$ cat src/rtl/game_pkg.sv
// Shared game constants: state encodings, speed thresholds, flash periods and
// the score-to-speed mapping used by the game sequencer.
package game_pkg;

  typedef enum logic [1:0] {
    ST_ATTRACT = 2'd0,
    ST_PLAY    = 2'd1,
    ST_HIT     = 2'd2,
    ST_OVER    = 2'd3
  } state_t;

  localparam int unsigned SCORE_MAX         = 99;
  localparam int unsigned SPEED_T1          = 25;
  localparam int unsigned SPEED_T2          = 50;
  localparam int unsigned SPEED_T3          = 75;
  localparam int unsigned FLASH_HIT_PERIOD  = 8;
  localparam int unsigned FLASH_OVER_PERIOD = 16;

  // Scores above SCORE_MAX are clamped before banding.
  function automatic logic [1:0] speed_of(input logic [6:0] score);
    logic [6:0] s;
    s = (score > 7'(SCORE_MAX)) ? 7'(SCORE_MAX) : score;
    if (s >= 7'(SPEED_T3))      return 2'd3;
    else if (s >= 7'(SPEED_T2)) return 2'd2;
    else if (s >= 7'(SPEED_T1)) return 2'd1;
    else                        return 2'd0;
  endfunction

endpackage

$ cat src/rtl/game_seq_btn_sync.sv
// Two-flop synchronizer for a raw button plus a one-cycle rising-edge pulse
// derived from the synchronized level.
module btn_sync (
  input  logic clk,
  input  logic rst_n,
  input  logic btn,
  output logic sync,
  output logic rise
);

  logic meta_q;
  logic sync_q;
  logic prev_q;

  // NOTE: sequential state uses non-blocking assignments so every flop samples
  // the pre-edge value of its neighbour; blocking here would collapse the chain.
  always_ff @(posedge clk) begin
    if (!rst_n) begin
      meta_q <= 1'b0;
      sync_q <= 1'b0;
      prev_q <= 1'b0;
    end else begin
      meta_q <= btn;
      sync_q <= meta_q;
      prev_q <= sync_q;
    end
  end

  assign sync = sync_q;
  assign rise = sync_q & ~prev_q;

endmodule

$ cat src/rtl/game_seq.sv
// Game sequencer: ATTRACT/PLAY/HIT/OVER flow with lives, frame-timed freeze
// and lockout, scroller control, speed level and sprite blink.
module game_seq
  import game_pkg::*;
#(
  parameter int unsigned HIT_FRAMES     = 60,
  parameter int unsigned LOCKOUT_FRAMES = 30,
  parameter int unsigned START_LIVES    = 3
) (
  input  logic       clk,
  input  logic       rst_n,
  input  logic       frame_tick,
  input  logic       btn_start,
  input  logic       btn_move,
  input  logic       collision,
  input  logic [6:0] score,
  output logic       scroll_en,
  output logic       scroll_rst,
  output logic [1:0] state,
  output logic [1:0] lives,
  output logic [1:0] speed_lvl,
  output logic       flash
);

  localparam int unsigned CNT_MAX = (HIT_FRAMES > LOCKOUT_FRAMES) ? HIT_FRAMES : LOCKOUT_FRAMES;
  localparam int unsigned CNT_W   = (CNT_MAX < 1) ? 1 : $clog2(CNT_MAX + 1);

  state_t           state_q, state_next;
  logic [1:0]       lives_q, lives_next;
  logic [CNT_W-1:0] cnt_q;
  logic [3:0]       blink_q;
  logic [3:0]       blink_last;
  logic             flash_q;
  logic             scroll_en_q;
  logic             scroll_rst_q;
  logic             scroll_rst_set;
  logic [1:0]       speed_q;
  logic             move_d;
  logic             start_rise;
  logic             start_sync_unused;
  logic             move_sync;
  logic             move_rise_unused;
  logic             hit_done;
  logic             lockout_done;
  logic             state_change;

  btn_sync u_start_sync (
    .clk   (clk),
    .rst_n (rst_n),
    .btn   (btn_start),
    .sync  (start_sync_unused),
    .rise  (start_rise)
  );

  btn_sync u_move_sync (
    .clk   (clk),
    .rst_n (rst_n),
    .btn   (btn_move),
    .sync  (move_sync),
    .rise  (move_rise_unused)
  );

  // The tick that completes the freeze is counted here, so exit happens on it.
  assign hit_done     = (int'(cnt_q) + 1) >= int'(HIT_FRAMES);
  assign lockout_done = int'(cnt_q) >= int'(LOCKOUT_FRAMES);

  // NOTE: every variable written in this block gets a default first, so no
  // path leaves it unassigned and no latch is inferred.
  always_comb begin
    state_next     = state_q;
    lives_next     = lives_q;
    scroll_rst_set = 1'b0;
    case (state_q)
      ST_ATTRACT: begin
        if (start_rise) begin
          state_next     = ST_PLAY;
          lives_next     = 2'(START_LIVES);
          scroll_rst_set = 1'b1;
        end
      end
      ST_PLAY: begin
        // Collision wins over a coincident start press.
        if (collision) begin
          state_next = ST_HIT;
          lives_next = (lives_q == 2'd0) ? 2'd0 : lives_q - 2'd1;
        end
      end
      ST_HIT: begin
        if (frame_tick && hit_done)
          state_next = (lives_q == 2'd0) ? ST_OVER : ST_PLAY;
      end
      ST_OVER: begin
        if (start_rise && lockout_done)
          state_next = ST_ATTRACT;
      end
      default: state_next = ST_ATTRACT;
    endcase
  end

  assign state_change = (state_next != state_q);
  assign blink_last   = (state_q == ST_HIT) ? 4'(FLASH_HIT_PERIOD - 1)
                                            : 4'(FLASH_OVER_PERIOD - 1);

  always_ff @(posedge clk) begin
    if (!rst_n) begin
      state_q      <= ST_ATTRACT;
      lives_q      <= 2'd0;
      scroll_rst_q <= 1'b1;
      scroll_en_q  <= 1'b0;
      move_d       <= 1'b0;
      speed_q      <= 2'd0;
    end else begin
      state_q      <= state_next;
      lives_q      <= lives_next;
      scroll_rst_q <= scroll_rst_set;
      move_d       <= move_sync;
      // Drops in the collision cycle because state_next already left PLAY.
      scroll_en_q  <= (state_q == ST_PLAY && state_next == ST_PLAY) ? move_d : 1'b0;
      speed_q      <= (state_next == ST_PLAY || state_next == ST_HIT) ? speed_of(score) : 2'd0;
    end
  end

  // Frame counter and blink divider restart on every state entry, so a tick
  // landing on a transition is never counted in the new state.
  always_ff @(posedge clk) begin
    if (!rst_n) begin
      cnt_q   <= '0;
      blink_q <= 4'd0;
      flash_q <= 1'b0;
    end else if (state_change) begin
      cnt_q   <= '0;
      blink_q <= 4'd0;
      flash_q <= 1'b0;
    end else if (frame_tick) begin
      if (cnt_q != {CNT_W{1'b1}})
        cnt_q <= cnt_q + 1'b1;
      if (state_q == ST_HIT || state_q == ST_OVER) begin
        if (blink_q == blink_last) begin
          blink_q <= 4'd0;
          flash_q <= ~flash_q;
        end else begin
          blink_q <= blink_q + 4'd1;
        end
      end
    end
  end

  assign state      = state_q;
  assign lives      = lives_q;
  assign scroll_en  = scroll_en_q;
  assign scroll_rst = scroll_rst_q;
  assign speed_lvl  = speed_q;
  assign flash      = flash_q;

endmodule
$ cat config.mk
export PLATFORM = sky130hd
export DESIGN_NAME = game_seq
export DESIGN_NICKNAME = d
export VERILOG_FILES = /design/src/rtl/game_pkg.sv /design/src/rtl/game_seq_btn_sync.sv /design/src/rtl/game_seq.sv
export SDC_FILE = /design/constraint.sdc
export NUM_CORES = 1
export LEC_CHECK = 0
export ABC_AREA = 1
export CAP_MARGIN = 20
export CELL_PAD_IN_SITES_DETAIL_PLACEMENT = 0
export CELL_PAD_IN_SITES_GLOBAL_PLACEMENT = 1
export CORE_MARGIN = 3
export CORE_UTILIZATION = 40
export DETAILED_ROUTE_END_ITERATION = 16
export GPL_TIMING_DRIVEN = 0
export PLACE_DENSITY = 0.92
export RECOVER_POWER = 50
export SLEW_MARGIN = 10
export SYNTH_ARGS = -nofsm -noshare
export SYNTH_HDL_FRONTEND = slang
export SYNTH_SLANG_ARGS = --single-unit
$ cat constraint.sdc
create_clock -name clk -period 3.6 [get_ports clk]
set_input_delay 0.72 -clock clk [delete_from_list [all_inputs] [get_ports clk]]
set_output_delay 0.72 -clock clk [all_outputs]
set_load 0.01 [all_outputs]
## Word-level counts from Yosys, hierarchy flattened

Cells that the tools add are included.

- Add/subtract/negate cells: 4
- Order comparisons: 6
- Eq/ne operators: 10
- Mux-type cells: 18
- Bitwise logic cells: 4
- Reduce and logical (&&, ||, !) cells: 15

Operator list:

| cell | number |
|---|---|
| 2-to-1 mux 2 bit | 10 |
| >= comparator 7 x 6 -> 1 bit (second input constant) | 2 |
| 2-to-1 mux 4 bit | 2 |
| case mux 2 bit (4 select lines) | 1 |
| AND reduction 2 bit | 4 |
| adder 6 x 1 -> 7 bit (second input constant) | 1 |
| >= comparator 7 x 5 -> 1 bit (second input constant) | 1 |
| >= comparator 7 bit (second input constant) | 1 |
| greater-than comparator 7 bit (second input constant) | 1 |
| 2-to-1 mux 7 bit | 1 |
| adder 6 x 1 -> 6 bit (second input constant) | 1 |
| == test 2 bit (second input constant) | 3 |
| >= comparator 6 x 5 -> 1 bit (second input constant) | 1 |
| inequality test 6 bit (second input constant) | 1 |
| AND reduction 3 bit | 2 |
| adder 4 x 1 -> 4 bit (second input constant) | 1 |
| == test 2 x 1 -> 1 bit (second input constant) | 2 |
| == test 4 bit | 1 |
| logical NOT 2 bit | 2 |
| inequality test 2 bit (second input constant) | 2 |
| case mux 2 bit (2 select lines) | 1 |
| logical AND 1 bit | 3 |
| 2-to-1 mux 1 bit | 3 |
| inverter 1 bit | 3 |
| 6 further kinds | 7 |

- Flip-flop bits (word level): 25
- Input port bits: 13
- Output and inout bits: 9
- Word-level logic and storage cells: 71

## Logic depth before layout (Yosys ltp)

- Depth after elaboration: 8
- Mapped depth: 14
- Mapped depth without buffers: 14

## By module

From an unflattened synthesis, not the netlist that was laid out.

- Cells, all modules: 192
- Area total of the unflattened synthesis: 1,371.3 um2

Modules (own cells, without submodules):

| module | times used | cells each | area each (um2) |
|---|---|---|---|
| game_seq | 1 | 170 | 1,186.1 |
| btn_sync | 2 | 11 | 92.6 |

## Worst setup path after synthesis

No wires, ideal clock.

- Path type: register -> register
- Start point: register cnt_q[0]
- End point: register speed_q[0], in the netlist speed_lvl[0]
- Library setup time: 0.070 ns
- Arrival time: 1.864 ns
- Slack: 1.666 ns
- Cell stages (with the launch flop): 15
- Buffers on the path: 0
- Clock period less this slack: 1.934 ns
- Cells stage by stage: dfxtp_1 -> ha_1 -> inv_1 -> nand2_2 -> nand3_1 -> nor2_2 -> nand2_2 -> nand2_2 -> o211ai_1 -> nand2_1 -> nand2_1 -> nand2_1 -> ha_1 -> or2_2 -> a21oi_1

- Cells in the longest elaborated chain, start to end: 8

RTL lines:

| what | line | source |
|---|---|---|
| from (decl) | game_seq.sv:30 | `logic [CNT_W-1:0] cnt_q;` |
| from (signal assigned) | game_seq.sv:136 | `cnt_q <= cnt_q + 1'b1;` |
| adder 6 x 1 -> 7 bit | game_seq.sv:64 | `assign hit_done = (int'(cnt_q) + 1) >= int'(HIT_FRAMES);` |
| >= comparator 7 x 6 -> 1 bit | game_seq.sv:64 |  |
| logical AND 1 bit | game_seq.sv:89 | `if (frame_tick && hit_done)` |
| 2-to-1 mux 2 bit | game_seq.sv:89 |  |
| case mux 2 bit (4 select lines) * | game_seq.sv:73 | `case (state_q)` |
| == test 2 x 1 -> 1 bit or == test 2 bit (tied branches) | game_seq.sv:119 | `speed_q <= (state_next == ST_PLAY \|\| state_next == ST_HIT) ? speed_of(score) : 2'd0;` |
| logical OR 1 bit * | game_seq.sv:119 |  |
| AND reduction 2 bit (no line) * | n/a |  |
| to (signal assigned) | game_seq.sv:119 |  |
| to (decl) | game_seq.sv:37 | `logic [1:0] speed_q;` |

Mark *: on every way between the ends. The rest lies on a longest branch, timed or not.
A chain may end at the register's enable or synchronous reset.

## Worst setup path in the final report

- Start point: register cnt_q[0]
- End point: register blink_q[2]

- Cells in the longest elaborated chain, start to end: 7

RTL lines:

| what | line | source |
|---|---|---|
| adder 6 x 1 -> 7 bit | game_seq.sv:64 |  |
| >= comparator 7 x 6 -> 1 bit | game_seq.sv:64 |  |
| logical AND 1 bit | game_seq.sv:89 |  |
| 2-to-1 mux 2 bit | game_seq.sv:89 |  |
| case mux 2 bit (4 select lines) * | game_seq.sv:73 |  |
| inequality test 2 bit * | game_seq.sv:100 | `assign state_change = (state_next != state_q);` |
| OR reduction 2 bit (no line) * | n/a |  |
| to (signal assigned) | game_seq.sv:142 | `blink_q <= blink_q + 4'd1;` |
| to (decl) | game_seq.sv:31 | `logic [3:0] blink_q;` |

Marked as above.

==> results.sh <==
export IMPL_drtIter0Drc=37
export IMPL_fmax_mhz=434.6
export IMPL_p_leak_uw=0.0007183
export IMPL_place_gp_congestion=0.7886
export IMPL_htree_levels=1
export IMPL_start_util=0.4298
export IMPL_vias_per_cell=4.515
export IMPL_syn_area_um2=1355
export IMPL_num_io_pins=22
export IMPL_max_slew_margin=0.4729
export IMPL_antenna_found_initial=0
export IMPL_peakVddDrop_uv=242.2
export IMPL_slew_viol_final=0
export IMPL_layout_common_cells="nand2_1, inv_1, dfxtp_1"
export IMPL_synth_main_ff_cell="dfxtp_1"
export IMPL_synthesis_nets=211
export IMPL_ctsResizeCount=0
export IMPL_clk_latency_ns=0.33
export IMPL_clkPwrFrac=0.265
export IMPL_yosys_area_share_xor_xnor=0.02585
export IMPL_syn_avg_cell_area_um2=6.985
export IMPL_grt_start_max_net_pins=16
export IMPL_vias=1183
export IMPL_dp_hpwl_um=1872
export IMPL_worstSetupEndpointType="flop"
export IMPL_synth_simple_area_share=0.3592
export IMPL_switching_power_uw=141.7
export IMPL_synth_top_family_by_area="simple AND/OR/NAND/NOR gates"
export IMPL_syn_inst=194
export IMPL_core_um2=3153
export IMPL_hold_buffers=0
export IMPL_die_h_um=64.21
export IMPL_cts_root_buf="clkbuf_4"
export IMPL_final_util=0.5115
export IMPL_cap_violations=0
export IMPL_clock_sinks=25
export IMPL_post_route_worst_setup_slack_ns=1.299
export IMPL_pre_cts_slack_ns=1.215
export IMPL_seqPwrFrac=0.587
export IMPL_pwr_share_comb=0.148
export IMPL_crit_type="reg -> reg"
export IMPL_worst_pin_slew_ns=0.7907
export IMPL_r2r_end="blink_q[2]"
export IMPL_synth_area_leaders="dfxtp_1, nand2_1, inv_1"
export IMPL_r2r_start="cnt_q[0]"
export IMPL_tritoncts_num_buffers=3
export IMPL_critPathRequiredTime_ns=3.81
export IMPL_critPathLaunch="cnt_q[0]"
export IMPL_synthMuxAreaShare=0
export IMPL_ys_types=26
export IMPL_nets=236
export IMPL_startpoint_type="flop"
export IMPL_async_flop_share=0
export IMPL_grt_pass1_vias=1075
export IMPL_cts_setup_buffers=0
export IMPL_synth_warnings=0
export IMPL_dieArea_um2=4122
export IMPL_tritoncts="yes"
export IMPL_yosysSeqAreaShare=0.3693
export IMPL_rsz0062_at_grt="no"
export IMPL_io_buffers=20
export IMPL_track_usage=0.1370
export IMPL_status="completed"
export IMPL_rrSetupSlack_ns=1.30
export IMPL_synth_compound_area_frac=0.09788
export IMPL_intPower_uw=362.9
export IMPL_dieWidth_um=64.21
export IMPL_switching_share=0.2809
export IMPL_fin_area_um2=1613
export IMPL_min_path_cells=2
export IMPL_n_antenna_cell=0
export IMPL_tns_ns=0
export IMPL_grt_pass1_wl_um=4519
export IMPL_hp_class="reg -> reg"
export IMPL_drive_gt1_frac=0.1239
export IMPL_layout_commonest_cell="nand2_1"
export IMPL_firstDrtPassIters=4
export IMPL_n_fill_cell=346
export IMPL_worst_ep_arrival_time_ns=2.52
export IMPL_finalClockSkew_ns=0.003511
export IMPL_rr_worst_depth=13
export IMPL_synthAdderAreaFrac=0.03693
export IMPL_clockBufferDepth=2
export IMPL_synth_top_cell_area_share=0.3693
export IMPL_crit_fanout=10
export IMPL_postRouteAntennaNets=0
export IMPL_whs_endpoint="move_d"
export IMPL_drc_errors=0
export IMPL_clk_pin_slew_ns=0.15
export IMPL_placed_area_um2=1610
export IMPL_setup_violations=0
export IMPL_min_period_ns=2.301
export IMPL_min_delay_start="u_move_sync.sync"
export IMPL_grt_overflow=0
export IMPL_yosys_area_top_type="dfxtp_1"
export IMPL_wl_um=2451
export IMPL_finalHoldViolations=0
export IMPL_min_period_over_period=0.6391
export IMPL_synth_edf_count=0
export IMPL_synthToLayoutAreaGrowth_pct=19.02
export IMPL_post_drt_wl_per_cell_um=9.355
export IMPL_p_per_area_nw_per_um2=312.9
export IMPL_rows=20
export IMPL_synth_seq_cells=25
-- worst max-delay path, stage by stage (launching register included) --
cell	delay, ns
dfxtp_1	0.49
ha_1	0.24
inv_1	0.05
nand2_1	0.08
nand3_1	0.07
nor2_1	0.14
nand2_2	0.06
nand2_1	0.08
nand3_1	0.09
nand3_1	0.10
nand3_2	0.06
nand2_1	0.08
clkbuf_1	0.61
nor2_2	0.04
-- state kept, by name, indices dropped and copies added (netlist names), 2 cells and up --
name and count:
cnt_q 6, state 2, blink_q 4, speed_lvl 2, lives 2
-- cells by family after synthesis --
group	count (synthesis)
AO/OA/AOI/OAI	22
XOR/XNOR	4
adder cells (fa/ha/maj)	4
buffers and inverters	38
flip-flops	25
AND/OR/NAND/NOR	101
-- metrics by stage --
stage                     total power, µW  cells  hold WS, ns
after CTS                           516.2    262       0.4316
after detailed placement            382.0    258       0.4030
after global placement              381.7    258       0.3916
after floorplan                     349.3    194       0.3905
after global routing                534.8    262       0.4583
final                               504.6    262       0.4295
-- cell usage after synthesis (2+ instances only) --
cell / instances
nor2_2: 13
a21oi_1: 7
nand3_1: 10
o211ai_1: 3
xor2_1: 4
nand4_1: 2
nand2_2: 7
nor2_1: 18
nor2_4: 2
ha_1: 4
a31oi_1: 2
dfxtp_1: 25
nand3_2: 3
inv_1: 35
nand2_1: 43
o21ai_0: 6
-- per-layer routing --
layer | wire (µm) | up-vias | global-route usage
met5 | 0 | - | 0
met4 | 31 | 0 | 0.03958
met3 | 98 | 4 | 0.04218
met2 | 1084 | 18 | 0.2116
met1 | 1236 | 513 | 0.1832
li1 | - | 648 | -
-- how the worst max path moves through the flow --
stage               slack, ns      endpoint  cells past startpoint
floorplan                1.67  speed_lvl[0]                     14
global placement         1.20  speed_lvl[0]                      8
detailed placement       1.21  speed_lvl[0]                      8
CTS                      1.41  speed_lvl[0]                     14
global route             1.02      cnt_q[1]                     13
finish                   1.30    blink_q[2]                     13
-- area by class of cell --
cell class                      count  area [µm²]  area share
Inverter                           36       135.1     0.08379
Clock buffer                        3       22.52     0.01396
Tap cell                           44       55.05     0.03413
Sequential cell                    25       500.5      0.3103
Buffer                              2       7.507    0.004655
Clock inverter                      1       7.507    0.004655
Multi-Input combinational cell    131       684.4      0.4244
Timing Repair Buffer               20       200.2      0.1241
-- power groups by stage --
| stage | sequential (µW) | combinational, µW | clock (µW) |
|---|---|---|---|
| 3_5_place_dp | 302 | 79.8 | 0 |
| 4_1_cts | 296 | 80.3 | 140 |
| 3_3_place_gp | 302 | 79.4 | 0 |
| 6_report | 296 | 74.8 | 134 |
| 2_1_floorplan | 302 | 47.1 | 0 |
| 5_1_grt | 298 | 85.9 | 151 |
No activity file was read; power rests on OpenSTA's default activity.
